## config.mk

```make
export PLATFORM = sky130hd
export DESIGN_NAME = ram_port_arbiter_flat
export DESIGN_NICKNAME = d
export VERILOG_FILES = /design/src/rtl/ram_port_arbiter_if.sv /design/src/rtl/ram_port_arbiter.sv /design/src/flat_wrapper.sv
export SDC_FILE = /design/constraint.sdc
export NUM_CORES = 1
export LEC_CHECK = 0
export CAP_MARGIN = 20
export CORE_MARGIN = 5
export CORE_UTILIZATION = 40
export DETAILED_ROUTE_END_ITERATION = 8
export GPL_ROUTABILITY_DRIVEN = 0
export PLACE_DENSITY = 0.79
export SYNTH_ARGS = -nofsm -noshare
export SYNTH_HDL_FRONTEND = slang
export SYNTH_SLANG_ARGS = --single-unit
```

## constraint.sdc

```tcl
create_clock -name clk -period 1.8 [get_ports clk]
set_input_delay 0.27 -clock clk [delete_from_list [all_inputs] [get_ports clk]]
set_output_delay 0.27 -clock clk [all_outputs]
set_load 0.005 [all_outputs]
```

## src/rtl/ram_port_arbiter_if.sv

```systemverilog
// Bundle of the two requester handshakes and the shared RAM port.
// The arbiter takes the slave side; requesters and the RAM model take the master side.
interface ram_port_arbiter_if #(
   parameter int AW = 15,
   parameter int DW = 8
);
   logic          cpu_req;
   logic          cpu_we;
   logic [AW-1:0] cpu_addr;
   logic [DW-1:0] cpu_wdata;
   logic [DW-1:0] cpu_rdata;
   logic          cpu_ack;
   logic          cpu_stall;

   logic          ext_req;
   logic          ext_we;
   logic [AW-1:0] ext_addr;
   logic [DW-1:0] ext_wdata;
   logic [DW-1:0] ext_rdata;
   logic          ext_ack;
   logic          ext_lock;

   logic [AW-1:0] ram_addr;
   logic [DW-1:0] ram_wdata;
   logic          ram_we;
   logic          ram_re;
   logic [DW-1:0] ram_rdata;

   logic          owner;
   logic          busy;

   modport master (
      output cpu_req, cpu_we, cpu_addr, cpu_wdata,
      output ext_req, ext_we, ext_addr, ext_wdata, ext_lock,
      output ram_rdata,
      input  cpu_rdata, cpu_ack, cpu_stall,
      input  ext_rdata, ext_ack,
      input  ram_addr, ram_wdata, ram_we, ram_re,
      input  owner, busy
   );

   modport slave (
      input  cpu_req, cpu_we, cpu_addr, cpu_wdata,
      input  ext_req, ext_we, ext_addr, ext_wdata, ext_lock,
      input  ram_rdata,
      output cpu_rdata, cpu_ack, cpu_stall,
      output ext_rdata, ext_ack,
      output ram_addr, ram_wdata, ram_we, ram_re,
      output owner, busy
   );
endinterface

```

## src/rtl/ram_port_arbiter.sv

```systemverilog
// Round-robin arbiter sharing the single-port RAM between the CPU datapath and the loader port.
// state  | meaning
// IDLE   | sample requests, arbitrate, latch the winner's fields
// STROBE | one-cycle ram_we/ram_re pulse from the latched fields
// WAIT   | read latency countdown; capture ram_rdata when the counter reads 0
// ACK    | one-cycle ack to the owner; requests not sampled
module ram_port_arbiter #(
   parameter int AW     = 15,
   parameter int DW     = 8,
   parameter int RD_LAT = 1
) (
   input  logic clk,
   input  logic rst_n,
   ram_port_arbiter_if.slave bus
);
   typedef enum logic [1:0] {IDLE, STROBE, WAIT, ACK} state_t;

   localparam logic [2:0] CNT_INIT = 3'(RD_LAT - 1);

   state_t        state, state_nxt;
   logic          last_grant;
   logic [2:0]    cnt;
   logic          lat_we;
   logic [AW-1:0] lat_addr;
   logic [DW-1:0] lat_wdata;
   logic          own;
   logic [DW-1:0] cpu_rd, ext_rd;
   logic          grant_cpu, grant_ext, wait_done;
   logic          cpu_ack_i, ext_ack_i, ram_we_i, ram_re_i;

   always_ff @(posedge clk or negedge rst_n) begin
      if (!rst_n) state <= IDLE;
      else        state <= state_nxt;
   end

   always_comb begin
      state_nxt = state;
      grant_cpu = 1'b0;
      grant_ext = 1'b0;
      wait_done = 1'b0;
      ram_we_i  = 1'b0;
      ram_re_i  = 1'b0;
      cpu_ack_i = 1'b0;
      ext_ack_i = 1'b0;
      case (state)
         IDLE: begin
            // last_grant = 1 means ext won last time, so a conflict goes to the CPU
            if (bus.ext_lock) begin
               grant_ext = bus.ext_req;
            end else if (bus.cpu_req && bus.ext_req) begin
               grant_ext = ~last_grant;
               grant_cpu = last_grant;
            end else begin
               grant_cpu = bus.cpu_req;
               grant_ext = bus.ext_req;
            end
            if (grant_cpu || grant_ext) state_nxt = STROBE;
         end
         STROBE: begin
            ram_we_i  = lat_we;
            ram_re_i  = ~lat_we;
            state_nxt = lat_we ? ACK : WAIT;
         end
         WAIT: begin
            if (cnt == 3'd0) begin
               wait_done = 1'b1;
               state_nxt = ACK;
            end
         end
         ACK: begin
            cpu_ack_i = ~own;
            ext_ack_i = own;
            state_nxt = IDLE;
         end
         default: state_nxt = IDLE;
      endcase
   end

   always_ff @(posedge clk or negedge rst_n) begin
      if (!rst_n) begin
         last_grant <= 1'b1;
         cnt        <= 3'd0;
         lat_we     <= 1'b0;
         lat_addr   <= '0;
         lat_wdata  <= '0;
         own        <= 1'b0;
         cpu_rd     <= '0;
         ext_rd     <= '0;
      end else begin
         if (grant_cpu || grant_ext) begin
            lat_we     <= grant_ext ? bus.ext_we    : bus.cpu_we;
            lat_addr   <= grant_ext ? bus.ext_addr  : bus.cpu_addr;
            lat_wdata  <= grant_ext ? bus.ext_wdata : bus.cpu_wdata;
            own        <= grant_ext;
            last_grant <= grant_ext;
         end
         if (state == STROBE && !lat_we)
            cnt <= CNT_INIT;
         else if (state == WAIT && cnt != 3'd0)
            cnt <= cnt - 3'd1;
         if (wait_done) begin
            if (own) ext_rd <= bus.ram_rdata;
            else     cpu_rd <= bus.ram_rdata;
         end
      end
   end

   assign bus.ram_addr  = lat_addr;
   assign bus.ram_wdata = lat_wdata;
   assign bus.ram_we    = ram_we_i;
   assign bus.ram_re    = ram_re_i;
   assign bus.cpu_ack   = cpu_ack_i;
   assign bus.ext_ack   = ext_ack_i;
   assign bus.cpu_rdata = cpu_rd;
   assign bus.ext_rdata = ext_rd;
   assign bus.cpu_stall = bus.cpu_req & ~cpu_ack_i;
   assign bus.owner     = own;
   assign bus.busy      = (state != IDLE);
endmodule

```

## src/flat_wrapper.sv

```systemverilog
// flat-port wrapper written by rule: the top's interface ports become plain ports
module ram_port_arbiter_flat 
#(
   parameter int AW     = 15,
   parameter int DW     = 8,
   parameter int RD_LAT = 1
)
  (clk, rst_n, bus_cpu_req, bus_cpu_we, bus_cpu_addr, bus_cpu_wdata, bus_ext_req, bus_ext_we, bus_ext_addr, bus_ext_wdata, bus_ext_lock, bus_ram_rdata, bus_cpu_rdata, bus_cpu_ack, bus_cpu_stall, bus_ext_rdata, bus_ext_ack, bus_ram_addr, bus_ram_wdata, bus_ram_we, bus_ram_re, bus_owner, bus_busy);
  ram_port_arbiter_if #(.AW(AW), .DW(DW)) bus_i ();
  input  logic clk;
  input  logic rst_n;
  input wire logic [$bits(bus_i.cpu_req)-1:0] bus_cpu_req;
  input wire logic [$bits(bus_i.cpu_we)-1:0] bus_cpu_we;
  input wire logic [$bits(bus_i.cpu_addr)-1:0] bus_cpu_addr;
  input wire logic [$bits(bus_i.cpu_wdata)-1:0] bus_cpu_wdata;
  input wire logic [$bits(bus_i.ext_req)-1:0] bus_ext_req;
  input wire logic [$bits(bus_i.ext_we)-1:0] bus_ext_we;
  input wire logic [$bits(bus_i.ext_addr)-1:0] bus_ext_addr;
  input wire logic [$bits(bus_i.ext_wdata)-1:0] bus_ext_wdata;
  input wire logic [$bits(bus_i.ext_lock)-1:0] bus_ext_lock;
  input wire logic [$bits(bus_i.ram_rdata)-1:0] bus_ram_rdata;
  output wire logic [$bits(bus_i.cpu_rdata)-1:0] bus_cpu_rdata;
  output wire logic [$bits(bus_i.cpu_ack)-1:0] bus_cpu_ack;
  output wire logic [$bits(bus_i.cpu_stall)-1:0] bus_cpu_stall;
  output wire logic [$bits(bus_i.ext_rdata)-1:0] bus_ext_rdata;
  output wire logic [$bits(bus_i.ext_ack)-1:0] bus_ext_ack;
  output wire logic [$bits(bus_i.ram_addr)-1:0] bus_ram_addr;
  output wire logic [$bits(bus_i.ram_wdata)-1:0] bus_ram_wdata;
  output wire logic [$bits(bus_i.ram_we)-1:0] bus_ram_we;
  output wire logic [$bits(bus_i.ram_re)-1:0] bus_ram_re;
  output wire logic [$bits(bus_i.owner)-1:0] bus_owner;
  output wire logic [$bits(bus_i.busy)-1:0] bus_busy;
  assign bus_i.cpu_req = bus_cpu_req;
  assign bus_i.cpu_we = bus_cpu_we;
  assign bus_i.cpu_addr = bus_cpu_addr;
  assign bus_i.cpu_wdata = bus_cpu_wdata;
  assign bus_i.ext_req = bus_ext_req;
  assign bus_i.ext_we = bus_ext_we;
  assign bus_i.ext_addr = bus_ext_addr;
  assign bus_i.ext_wdata = bus_ext_wdata;
  assign bus_i.ext_lock = bus_ext_lock;
  assign bus_i.ram_rdata = bus_ram_rdata;
  assign bus_cpu_rdata = bus_i.cpu_rdata;
  assign bus_cpu_ack = bus_i.cpu_ack;
  assign bus_cpu_stall = bus_i.cpu_stall;
  assign bus_ext_rdata = bus_i.ext_rdata;
  assign bus_ext_ack = bus_i.ext_ack;
  assign bus_ram_addr = bus_i.ram_addr;
  assign bus_ram_wdata = bus_i.ram_wdata;
  assign bus_ram_we = bus_i.ram_we;
  assign bus_ram_re = bus_i.ram_re;
  assign bus_owner = bus_i.owner;
  assign bus_busy = bus_i.busy;
  ram_port_arbiter #(.AW(AW), .DW(DW), .RD_LAT(RD_LAT)) u_core (.clk(clk), .rst_n(rst_n), .bus(bus_i));
endmodule
```

; Word level (Yosys, flattened, before mapping)
; Index checks and enable logic that the tools add are counted.
[word_totals]
reg_bits = 47
latch_bits = 0
mem_bits_rw = 0
rom_bits = 0
input_bits = 61
mem_count = 0
[op_classes]
add_sub_neg = 1
n_mul = 0
div = 0
n_lt_le_gt_ge = 0
n_eq_ne = 5
shift = 0
muxes = 23
n_bitwise = 5
reduce_logical = 14
[ops]
columns = cell, n
row1 = $mux W1, 16
row2 = $mux W15, 1
row3 = $mux W8, 1
row4 = $pmux W2 S4, 1
row5 = $mux W3, 2
row6 = $reduce_and A2 Y1, 3
row7 = $eq A2 B2 Y1 const B, 2
row8 = $mux W2, 2
row9 = $ne A2 B1 Y1 const B, 2
row10 = $not A1 Y1, 4
row11 = $reduce_bool A2 Y1, 2
row12 = $logic_and A1 B1 Y1, 3
row13 = $logic_not A3 Y1, 1
row14 = $reduce_bool A3 Y1, 1
row15 = $sub A3 B1 Y3 const B, 1
row16 = $eq A2 B1 Y1 const B, 1
row17 = $logic_not A2 Y1, 1
row18 = $logic_or A1 B1 Y1, 2
row19 = $and A1 B1 Y1, 1
row20 = $logic_not A1 Y1, 1

; Longest topological paths before layout
[logic_depth]
word_depth = 7
depth_mapped = 7
depth_no_buf = 6

; Worst setup path after synthesis
; No wires, ideal clock.
[synth_path]
kind = register to register
startpoint = register u_core.state[0]
endpoint = register u_core.cpu_rd[0] (netlist: u_core.bus.cpu_rdata[0])
arrival_time_ns = 1.430
setup_slack_ns = 0.245
path_stages_with_launch = 5
n_path_buf = 0
synth_period_minus_slack_ns = 1.555
path_cell_list = dfrtp_1 inv_1 ha_1 nor3b_4 mux2_2
[synth_via]
elab_chain_len = 3
[synth_lines]
columns = element, line_no
row1 = "start, declared", ram_port_arbiter.sv:20  ; state_t state, state_nxt;
row2 = "start signal, assigned", ram_port_arbiter.sv:33  ; else state <= state_nxt;
row3 = $eq A2 B2 Y1, ram_port_arbiter.sv:45  ; case (state)
row4 = $mux W1, ram_port_arbiter.sv:45
row5 = $reduce_and A2 Y1 (no source line), --
row6 = "end signal, assigned", ram_port_arbiter.sv:103  ; else cpu_rd <= bus.ram_rdata;
row7 = "end, declared", ram_port_arbiter.sv:27  ; logic [DW-1:0] cpu_rd, ext_rd;
; No other way between the ends.
; A chain may end at the register's enable or synchronous reset.

; Worst setup path after layout
[layout_path]
startpoint = register u_core.state[0]
endpoint = output port bus_busy
[layout_via]
elab_chain_len = 1
[layout_lines]
columns = element, line_no
row1 = $reduce_bool A2 Y1, ram_port_arbiter.sv:118  ; assign bus.busy = (state != IDLE);
row2 = "end, declared", flat_wrapper.sv:32  ; output wire logic [$bits(bus_i.busy)-1:0] bus_busy;
; No other way between the ends.

==> summary.txt <==
Status
  • Outcome: finished clean

Final layout
  • Nets: 399
  • Layout Utilization: 68.1%
  • Final Cell Area: 3520 um2
  • Non-filler cells in the finished layout: 403
  • Share of post-route cells with drive strength above 1: roughly 17%
  • Synth-to-Final Area Change: 63.9%
  • N_diodes: 0

Clocking
  • H-tree levels: 2
  • Number of buffers created by CTS: 5
  • Maximum buffer depth of the clock tree: 2
  • Clock tree root buffer cell: clkbuf_8
  • CTS tree: yes
  • Reg clk slew, reported paths: 0.09 ns
  • Clk_lat worst skew: 0.29 ns
  • Clock sinks: 47

Critical path
  • Reg2reg start: u_core.state[0]
  • CP Launch Type: flop
  • Worst R2R Path Depth: 7
  • Reg2Reg Setup Slack: 0.10 ns
  • Worst setup path startpoint: u_core.state[0]
  • Critical Path AT: 1.47 ns
  • Critical Path Sink Type: output port
  • Worst EP required: 1.53 ns
  • Crit path to: bus_busy
  • Worst Setup Path Type: reg2out
  • CP Max Fanout: 4
  • Worst R2R End: u_core.bus.cpu_rdata[4]

Floorplan
  • Die ar.: 6940 um2
  • I/O pins: 107
  • Die H: 83.3 um
  • Core area: 5170 um2
  • Initial Utilization: roughly 42%
  • Die Span X: 83.3 um
  • Site Rows: 26

Global route
  • Number of global-route vias before repair: 2,072
  • First-pass GRT wire length: 9760 um
  • GRT overflow: 0
  • Largest net degree at the start of global routing: 51
  • Antenna violations before repair: 0
  • GRT Resource Usage Total: 17.2%

Drt
  • Final wirelength: 5790 um
  • Highest routed layer: met4
  • Drt wl/cell: 14.4 um
  • Met3 WL post-DR: 600 um
  • Via-to-Cell Ratio: 4.82
  • WL met1: 2500 um
  • DR vias: just under 2,000
  • TritonRoute pass-1 iters: 4
  • Metal2 WL: 2590 um
  • Initial DRC count: 63
  • Remaining DRCs: 0
  • Antenna viol nets, final: 0

Placement
  • I/O Buffers: 106
  • HPWL Detailed: 4210 um
  • Placed Cells: between 300 and 400
  • Dpl cell area: 3340 um2

Pwr
  • Worst IR Drop VDD: just under 0.0007 V
  • Cell Pwr Density: 1490 nW/um2
  • Power Total: between 5 and 6 mW
  • Leak: around 1.5 nW

Synth
  • Avg Inst Size Synth: 10.1 um2
  • Synthesized Nets: 279
  • Synth cell types: 28
  • Synth Flop Type: dfrtp_1
  • Post-synth EDFFs: 0
  • Synth warn: 0
  • Post-Synthesis Cell Area: 2150 um2
  • Yosys reg bits: 47
  • Register area share after synthesis: between 50% and 60%
  • Async S/R FF share, synth: 100%
  • Post-synthesis cell count: 212

Timing
  • Final setup viols: 0
  • Setup Skew: ~0.0038 ns
  • RSZ-0062 raised after global routing: false
  • Max_slew headroom: approximately two thirds
  • Worst-margin pin slew: 0.522 ns
  • Fin Setup TNS: 0 ns
  • Hold Vio Cnt, Final: 0
  • Slew Limit Fails: 0
  • Min cycle time layout: 1.74 ns
  • Fmax: 0.574 GHz
  • Final Cycle Share: 96.8%

Flow run
  • Max-cap violations: 0

Min path
  • Worst Hold Class: in2async
==> layout make-up <==
class	instances	area (um2)
Timing Repair Buffer	123	1220
Clock inverter	3	20.0
Multi-Input combinational cell	148	920
Fill cell	413	1650
Clock buffer	5	68.8
Tap cell	70	87.6
Inverter	7	28.8
Sequential cell	47	1180
==> worst min path at each step <==
stage,cells past startpoint,to
after CTS,2,u_core.state[0]
after detailed placement,1,u_core.state[0]
final,2,u_core.state[0]
after global placement,1,u_core.state[0]
after global routing,3,u_core.bus.ram_addr[3]
after floorplan,0,u_core.bus.cpu_rdata[0]
==> synth_stat cells, drive strengths merged (2+ instances only) <==
library cell / instances / share of area [%]
a21oi: 2 / 0.47
a31oi: 24 / 7.0
and2: 3 / 0.87
buf: 10 / 2.5
dfrtp: 46 / 54
ha: 6 / 3.5
inv: 7 / 1.2
mux2: 17 / 8.9
nand2: 48 / 8.4
nand3: 2 / 0.70
nor2: 29 / 5.1
nor2b: 4 / 1.2
o21ai: 2 / 0.47
==> critical path, cell delays in order, from the launching register on <==
cell and delay (ns):
dfrtp_1 0.40, buf_6 0.13, buf_4 0.13, inv_4 0.07
ha_4 0.14, inv_1 0.05, dlygate4sd2_1 0.26
==> cells by family (layout without fill, tap and decap cells) <==
family	after synthesis	count (layout)	share of synthesized area, %
DFF	47	47	54.8
adders and majority gates	6	6	3.49
and+or+nand+nor	92	92	19.3
muxes	17	17	8.91
AOI/OAI and AO/OA	31	31	9.02
xor gates and xnor gates	2	2	0.815
buffers and inverters	17	138	3.72
==> power breakdown <==
part / internal [mW] / switching, mW / total, mW
registers: 1.57 / 0.293 / 1.86
logic: 1.71 / 1.04 / 2.75
clock network: 0.271 / 0.357 / 0.627
total: 3.56 / 1.69 / 5.25
==> through the flow <==
stage / hold slack [ns] / setup WS, ns
2_1_floorplan: -0.0256 / 0.245
3_3_place_gp: 0.275 / 0.152
3_5_place_dp: 0.281 / 0.127
4_1_cts: 0.504 / 0.0144
5_1_grt: 0.516 / 0.00170
6_report: 0.480 / 0.0570
==> sequential cells by signal, indices dropped and copies added (netlist names) <==
register              cells
u_core.bus.ext_rdata      8
u_core.bus.cpu_rdata      8
u_core.bus.ram_addr      15
u_core.bus.ram_wdata      8
u_core.bus.owner          1
u_core.cnt                3
u_core.state              2
u_core.last_grant         1
u_core.lat_we             1
==> layer usage <==
metal  vias to the layer above  GRT usage (%)
met5                         -              0
met4                         0           4.75
met3                         9           7.13
met2                        83           28.6
met1                       901           20.3
li1                        949              -
==> what timing repair did <==
| action | CTS | global route |
|---|---|---|
| pin swaps | 0 | 1 |
| buffers inserted | 6 | 3 |
| hold endpoints to repair | 20 | 0 |
| endpoints found under the setup margin | 6 | 21 |
| hold buffers | 1 | 0 |
| resized for setup | 13 | 8 |
==> placed cells by master, fill, tap and decap left out, drive strengths merged, types with 2 or more instances in the layout <==
| cell | count |
|---|---|
| mux2 | 17 |
| nor2b | 4 |
| buf | 17 |
| a31oi | 24 |
| dlygate4sd2 | 3 |
| a21oi | 2 |
| nor2 | 29 |
| clkdlybuf4s50 | 99 |
| nand2 | 48 |
| clkbuf | 8 |
| clkinvlp | 2 |
| and2 | 3 |
| o21ai | 2 |
| inv | 7 |
| ha | 6 |
| nand3 | 2 |
| dfrtp | 46 |
No activity file was read; power rests on OpenSTA's default activity.
